==> config.mk <==
export PLATFORM = sky130hd
export DESIGN_NAME = pc_branch_unit_flat
export DESIGN_NICKNAME = d
export VERILOG_FILES = /design/src/rtl/pc_branch_unit_if.sv /design/src/rtl/pc_branch_unit.sv /design/src/flat_wrapper.sv
export SDC_FILE = /design/constraint.sdc
export NUM_CORES = 1
export LEC_CHECK = 0
export CAP_MARGIN = 20
export CORE_MARGIN = 5
export CORE_UTILIZATION = 48
export CTS_CLUSTER_DIAMETER = 200
export DETAILED_ROUTE_END_ITERATION = 10
export PLACE_DENSITY = 0.87
export SETUP_SLACK_MARGIN = 0.2
export SYNTH_ARGS = -nofsm -noshare
export SYNTH_HDL_FRONTEND = slang
export SYNTH_SLANG_ARGS = --single-unit
==> constraint.sdc <==
create_clock -name clk -period 3.2 [get_ports clk]
set_input_delay 0.32 -clock clk [delete_from_list [all_inputs] [get_ports clk]]
set_output_delay 0.32 -clock clk [all_outputs]
set_load 0.005 [all_outputs]
==> src/rtl/pc_branch_unit_if.sv <==
// Controller/datapath bundle for pc_branch_unit: strobes, instruction fields,
// flags and register/memory data in, PC/link/branch status out.
interface pc_branch_unit_if #(
  parameter int ADDR_W = 16,
  parameter int DATA_W = 16
);
  logic              PCEn;
  logic              PCWrite;
  logic              PCRead;
  logic [3:0]        OpCode;
  logic [3:0]        RDest;
  logic [3:0]        OpCodeExt_ImmHi;
  logic [3:0]        RSource_ImmLo;
  logic [4:0]        Flags;
  logic [DATA_W-1:0] RTargetData;
  logic [ADDR_W-1:0] DataAddr;
  logic [ADDR_W-1:0] PC;
  logic [ADDR_W-1:0] MemAddr;
  logic [DATA_W-1:0] LinkData;
  logic              LinkWe;
  logic              Taken;
  logic [15:0]       BranchCount;

  modport master (
    output PCEn, PCWrite, PCRead, OpCode, RDest, OpCodeExt_ImmHi, RSource_ImmLo,
           Flags, RTargetData, DataAddr,
    input  PC, MemAddr, LinkData, LinkWe, Taken, BranchCount
  );

  modport slave (
    input  PCEn, PCWrite, PCRead, OpCode, RDest, OpCodeExt_ImmHi, RSource_ImmLo,
           Flags, RTargetData, DataAddr,
    output PC, MemAddr, LinkData, LinkWe, Taken, BranchCount
  );
endinterface

==> src/rtl/pc_branch_unit.sv <==
// PC register and branch resolution (Bcond/Jcond/JAL/JR) with JAL link write.
// Define PC_BRANCH_COUNT_EN to build the saturating taken-branch counter.
module pc_branch_unit #(
  parameter int ADDR_W   = 16,
  parameter int DATA_W   = 16,
  parameter int RESET_PC = 0
) (
  input  logic            clk,
  input  logic            Reset,
  pc_branch_unit_if.slave bus
);

  typedef enum logic [1:0] {IDLE, EVAL, COMMIT} state_t;

  localparam logic [ADDR_W-1:0] ONE        = ADDR_W'(1);
  localparam logic [ADDR_W-1:0] RESET_ADDR = ADDR_W'(RESET_PC);

  state_t            state;
  logic [ADDR_W-1:0] pc;
  logic [ADDR_W-1:0] next_pc_p1;
  logic              link_pend_p1;
  logic              taken;
  logic [DATA_W-1:0] link_data;
  logic              link_we;

  logic [ADDR_W-1:0] pc_plus1;
  logic [ADDR_W-1:0] disp_ext;
  logic [ADDR_W-1:0] reg_target;
  logic [ADDR_W-1:0] eval_pc;
  logic              eval_taken;
  logic              eval_link;

  function automatic logic cond_true(input logic [3:0] code, input logic [4:0] flags);
    logic n, z, f, l, c;
    {n, z, f, l, c} = flags;
    case (code)
      4'b0000: return z;
      4'b0001: return !z;
      4'b0010: return c;
      4'b0011: return !c;
      4'b0100: return l;
      4'b0101: return !l;
      4'b0110: return n;
      4'b0111: return !n;
      4'b1000: return f;
      4'b1001: return !f;
      4'b1010: return !l && !z;
      4'b1011: return l || z;
      4'b1100: return !n && !z;
      4'b1101: return n || z;
      4'b1110: return 1'b1;
      default: return 1'b0;
    endcase
  endfunction

  function automatic logic signed [ADDR_W-1:0] sext_disp(input logic signed [7:0] d);
    return ADDR_W'(d);
  endfunction

  assign pc_plus1   = pc + ONE;
  assign disp_ext   = sext_disp({bus.OpCodeExt_ImmHi, bus.RSource_ImmLo});
  assign reg_target = ADDR_W'(bus.RTargetData);

  always_comb begin
    eval_pc    = pc_plus1;
    eval_taken = 1'b0;
    eval_link  = 1'b0;
    if (bus.OpCode == 4'b1100) begin
      if (cond_true(bus.RDest, bus.Flags)) begin
        eval_pc    = pc + disp_ext;
        eval_taken = 1'b1;
      end
    end else if (bus.OpCode == 4'b0100) begin
      case (bus.OpCodeExt_ImmHi)
        4'b1100: begin
          if (cond_true(bus.RDest, bus.Flags)) begin
            eval_pc    = reg_target;
            eval_taken = 1'b1;
          end
        end
        4'b1000: begin
          eval_pc    = reg_target;
          eval_taken = 1'b1;
          eval_link  = 1'b1;
        end
        4'b1111: begin
          eval_pc    = reg_target;
          eval_taken = 1'b1;
        end
        default: ;
      endcase
    end
  end

  // Stage p1: evaluated next PC held until commit; PCWrite outranks PCEn.
  always_ff @(posedge clk or posedge Reset) begin
    if (Reset) begin
      state        <= IDLE;
      pc           <= RESET_ADDR;
      next_pc_p1   <= RESET_ADDR + ONE;
      link_pend_p1 <= 1'b0;
      taken        <= 1'b0;
      link_data    <= '0;
      link_we      <= 1'b0;
    end else begin
      link_we <= 1'b0;
      case (state)
        IDLE: begin
          if (bus.PCWrite) begin
            pc    <= pc_plus1;
            taken <= 1'b0;
          end else if (bus.PCEn) begin
            next_pc_p1   <= eval_pc;
            taken        <= eval_taken;
            link_pend_p1 <= eval_link;
            state        <= EVAL;
          end
        end
        EVAL: begin
          if (bus.PCWrite) begin
            pc <= next_pc_p1;
            if (link_pend_p1) begin
              link_data <= DATA_W'(pc_plus1);
              link_we   <= 1'b1;
            end
            link_pend_p1 <= 1'b0;
            state        <= bus.PCEn ? IDLE : COMMIT;
          end else if (bus.PCEn) begin
            next_pc_p1   <= eval_pc;
            taken        <= eval_taken;
            link_pend_p1 <= eval_link;
          end
        end
        COMMIT:  state <= IDLE;
        default: state <= IDLE;
      endcase
    end
  end

`ifdef PC_BRANCH_COUNT_EN
  function automatic logic [15:0] sat_inc(input logic [15:0] c);
    return (c == 16'hFFFF) ? c : c + 16'd1;
  endfunction

  logic [15:0] branch_count;

  always_ff @(posedge clk or posedge Reset) begin
    if (Reset)
      branch_count <= '0;
    else if (state == EVAL && bus.PCWrite && taken)
      branch_count <= sat_inc(branch_count);
  end

  assign bus.BranchCount = branch_count;
`else
  assign bus.BranchCount = '0;
`endif

  assign bus.PC       = pc;
  assign bus.MemAddr  = bus.PCRead ? pc : bus.DataAddr;
  assign bus.LinkData = link_data;
  assign bus.LinkWe   = link_we;
  assign bus.Taken    = taken;

endmodule

==> src/flat_wrapper.sv <==
// flat-port wrapper written by rule: the top's interface ports become plain ports
module pc_branch_unit_flat 
#(
  parameter int ADDR_W   = 16,
  parameter int DATA_W   = 16,
  parameter int RESET_PC = 0
)
  (clk, Reset, bus_PCEn, bus_PCWrite, bus_PCRead, bus_OpCode, bus_RDest, bus_OpCodeExt_ImmHi, bus_RSource_ImmLo, bus_Flags, bus_RTargetData, bus_DataAddr, bus_PC, bus_MemAddr, bus_LinkData, bus_LinkWe, bus_Taken, bus_BranchCount);
  pc_branch_unit_if #(.ADDR_W(ADDR_W), .DATA_W(DATA_W)) bus_i ();
  input  logic clk;
  input  logic Reset;
  input wire logic [$bits(bus_i.PCEn)-1:0] bus_PCEn;
  input wire logic [$bits(bus_i.PCWrite)-1:0] bus_PCWrite;
  input wire logic [$bits(bus_i.PCRead)-1:0] bus_PCRead;
  input wire logic [$bits(bus_i.OpCode)-1:0] bus_OpCode;
  input wire logic [$bits(bus_i.RDest)-1:0] bus_RDest;
  input wire logic [$bits(bus_i.OpCodeExt_ImmHi)-1:0] bus_OpCodeExt_ImmHi;
  input wire logic [$bits(bus_i.RSource_ImmLo)-1:0] bus_RSource_ImmLo;
  input wire logic [$bits(bus_i.Flags)-1:0] bus_Flags;
  input wire logic [$bits(bus_i.RTargetData)-1:0] bus_RTargetData;
  input wire logic [$bits(bus_i.DataAddr)-1:0] bus_DataAddr;
  output wire logic [$bits(bus_i.PC)-1:0] bus_PC;
  output wire logic [$bits(bus_i.MemAddr)-1:0] bus_MemAddr;
  output wire logic [$bits(bus_i.LinkData)-1:0] bus_LinkData;
  output wire logic [$bits(bus_i.LinkWe)-1:0] bus_LinkWe;
  output wire logic [$bits(bus_i.Taken)-1:0] bus_Taken;
  output wire logic [$bits(bus_i.BranchCount)-1:0] bus_BranchCount;
  assign bus_i.PCEn = bus_PCEn;
  assign bus_i.PCWrite = bus_PCWrite;
  assign bus_i.PCRead = bus_PCRead;
  assign bus_i.OpCode = bus_OpCode;
  assign bus_i.RDest = bus_RDest;
  assign bus_i.OpCodeExt_ImmHi = bus_OpCodeExt_ImmHi;
  assign bus_i.RSource_ImmLo = bus_RSource_ImmLo;
  assign bus_i.Flags = bus_Flags;
  assign bus_i.RTargetData = bus_RTargetData;
  assign bus_i.DataAddr = bus_DataAddr;
  assign bus_PC = bus_i.PC;
  assign bus_MemAddr = bus_i.MemAddr;
  assign bus_LinkData = bus_i.LinkData;
  assign bus_LinkWe = bus_i.LinkWe;
  assign bus_Taken = bus_i.Taken;
  assign bus_BranchCount = bus_i.BranchCount;
  pc_branch_unit #(.ADDR_W(ADDR_W), .DATA_W(DATA_W), .RESET_PC(RESET_PC)) u_core (.clk(clk), .Reset(Reset), .bus(bus_i));
endmodule
==> flow_metrics.env <==
export IMPL_ff_latch_area_um2=1330
export IMPL_drt_first_pass_iters=5
export IMPL_timing_rr_start="u_core.bus.PC[6]$_DFFE_PP0P_"
export IMPL_ys_seq_area_share_pct=32.7
export IMPL_synth_edf_count=0
export IMPL_skew_ns=0.00631
export IMPL_gr_total_overflow=0
export IMPL_layout_min_cycle_time_ns=2.67
export IMPL_clkLatencyLatePin_ns=0.31
export IMPL_clockRootBuffer="clkbuf_8"
export IMPL_drc=0
export IMPL_crit_type="in -> reg"
export IMPL_hold_path_class="in -> async"
export IMPL_initial_core_util_pct=49.5
export IMPL_multi_input_area_um2=2520
export IMPL_required_ns=3.43
export IMPL_grt_pass1_vias=3884
export IMPL_vdd_drop_max_v=0.000229
export IMPL_period_share_pct=83.3
export IMPL_grt_pass1_wl_um=18700
export IMPL_via_count=4083
export IMPL_clk_path_buf_depth=2
export IMPL_hold_violations=0
export IMPL_use_met2_pct=38.4
export IMPL_cts_tree="built"
export IMPL_netlist_top_cells_area="dfrtp_1, o21ai_0, mux2_2, ha_1, nand2_1"
export IMPL_fmax_mhz=375
export IMPL_slew_viol_final=0
export IMPL_std_cell_rows=33
export IMPL_wl_um=11900
export IMPL_rsz0062_at_grt="no"
export IMPL_crit_top_cell="a21oi_1"
export IMPL_finalSetupViolCount=0
export IMPL_ys_seq_elements=53
export IMPL_design_die_area_um2=10400
export IMPL_cts_setup_buffers=0
export IMPL_synth_top_area_share_pct=32.0
export IMPL_layout_drive_gt1_share_pct=8.55
export IMPL_io_buffer_count=107
export IMPL_wl_per_cell_um=17.3
export IMPL_fillers=698
export IMPL_cp_start_kind="input port"
export IMPL_fin_nets=659
export IMPL_startpoint="bus_RDest[0]"
export IMPL_hpwl_um=9430
export IMPL_pin_count=124
export IMPL_max_cap_violations=0
export IMPL_max_slew_margin_pct=34.9
export IMPL_path_cells="clkdlybuf4s50_1, nor3b_1, a211oi_1, nor3_1, nor3_2, buf_4, a21oi_1, a21oi_1, o21ai_0"
export IMPL_hold_slack_ns=0.374
export IMPL_post_cts_resized=0
export IMPL_antenna_left=0
export IMPL_synth_warnings=0
export IMPL_finalSetupTns_ns=0
export IMPL_use_met1_pct=29.8
export IMPL_worstPathMaxFanout=11
export IMPL_gr_usage_met3_pct=2.59
export IMPL_drtIter0Drc=263
export IMPL_arrival_ns=2.89
export IMPL_critPathCaptureType="register"
export IMPL_grt_use_total_pct=22.5
export IMPL_cts_hold_buf=0
export IMPL_power_density_nw_per_um2=524
export IMPL_synthFlopType="dfrtp_1"
export IMPL_grt_max_degree=36
export IMPL_core_um2=8220
export IMPL_die_y_um=102
export IMPL_die_width_um=102
export IMPL_syn_avg_cell_area_um2=8.43
export IMPL_slowest_stage="clkdlybuf4s50_1"
export IMPL_outcome="completed"
export IMPL_yosysMostFrequentCell="o21ai_0"
export IMPL_viasPerCell=5.92
export IMPL_path_buf_inv=2
export IMPL_worst_pin_slew_ns=0.977
export IMPL_synthesis_area_um2=4060
export IMPL_async_flop_share_pct=100
export IMPL_cts_buffers=5
export IMPL_yosysUniqueCellTypes=66
export IMPL_n_antenna_cell=0
export IMPL_htreeDepth=2
export IMPL_slowest_delay_ns=0.68
export IMPL_p_leak_nw=2.27
export IMPL_area_delta_synth_final_pct=30.1
export IMPL_antenna_found_initial=0
export IMPL_synth_top_area_cell="dfrtp_1"
export IMPL_clkTransAtPathRegs_ns=0.10
export IMPL_gp_congestion=0.886
export IMPL_cts_sinks=53
export IMPL_top_usage_layer="met2"
export IMPL_syn_instance_count=482
export IMPL_path_delay_family="simple AND/OR/NAND/NOR gates"
export IMPL_synth_common_cells="o21ai_0, dfrtp_1, nand2_1, nor2_1, a21oi_1"
export IMPL_rrSetupSlack_ns=0.61
==> worst reg2reg max path: cells and delay by family (launching register included) <==
kind                     cells  cell delay (ns)
buffers and inverters        1             0.19
flip-flops                   1             0.51
AO/OA/AOI/OAI                5             0.92
adder cells (fa/ha/maj)      1             0.31
XOR/XNOR                     1             0.14
AND/OR/NAND/NOR              1             0.39
==> per-layer routing <==
layer | vias to the layer above | part of all wire (%)
li1 | 1913 | -
met1 | 1939 | 41
met2 | 207 | 47
met3 | 24 | 9.8
met4 | 0 | 1.8
met5 | - | 0
==> cell usage in the layout (no fill, tap or decap), drive strengths merged, types with 9 or more instances in the layout <==
cell type,count
conb,16
dfrtp,52
mux2i,9
mux2,19
nor2,38
xnor2,14
xor2,12
nand3,14
o21ai,57
buf,14
a21oi,29
inv,13
ha,16
clkdlybuf4s50,107
nand2,52
==> stage by stage <==
stage / setup slack [ns] / cell area, um2 / power [mW] / instances / utilization [%]
CTS: 0.572 / 5290 / 2.76 / 690 / 64.4
detailed placement: 0.268 / 5200 / 2.38 / 682 / 63.3
floorplan: 0.757 / 4120 / 1.79 / 497 / -
global placement: 0.326 / 5200 / 2.34 / 682 / 63.3
global route: 0.303 / 5290 / 2.95 / 690 / 64.4
finish: 0.534 / 5290 / 2.77 / 690 / 64.4
==> cells by family after synthesis <==
kind of cell | count (synthesis) | synth area share, %
xor gates and xnor gates | 26 | 5.60
buffers and inverters | 54 | 6.74
other | 1 | 0.0923
muxes | 28 | 7.48
and+or+nand+nor | 156 | 18.4
adders and majority gates | 17 | 5.42
AOI/OAI and AO/OA | 147 | 23.6
DFF | 53 | 32.7
==> final cells by class <==
type,count,area share (%)
Multi-Input combinational cell,390,47.6
Sequential cell,53,25.1
Timing Repair Buffer,121,22.2
Tap cell,105,2.48
Clock buffer,5,1.30
Inverter,13,0.923
Clock inverter,3,0.331
==> path summary, 6_finish.rpt <==
| check | cells past startpoint | end |
|---|---|---|
| min in group clk | 2 | u_core.bus.LinkData[3]$_DFFE_PP0P_ |
| max in group asynchronous | 3 | u_core.bus.LinkData[2]$_DFFE_PP0P_ |
| min reg2reg | 2 | u_core.bus.LinkData[3]$_DFFE_PP0P_ |
| min | 2 | u_core.bus.PC[13]$_DFFE_PP0P_ |
| max reg2reg | 9 | u_core.next_pc_p1[15]$_DFFE_PP0P_ |
| max | 9 | u_core.next_pc_p1[1]$_DFFE_PP0P_ |
==> sequential cells by signal, indices dropped and copies added (netlist names) <==
register             flops
u_core.bus.LinkData     16
u_core.bus.LinkWe        1
u_core.bus.PC           16
u_core.bus.Taken         1
u_core.link_pend_p1      1
u_core.next_pc_p1       16
u_core.state             2
==> power breakdown <==
part           internal, mW  switching [mW]  total, mW
Sequential            0.796           0.174      0.971
Clock                 0.152           0.225      0.377
Combinational         0.716           0.709       1.42
Power figures use the tool's default switching activity.
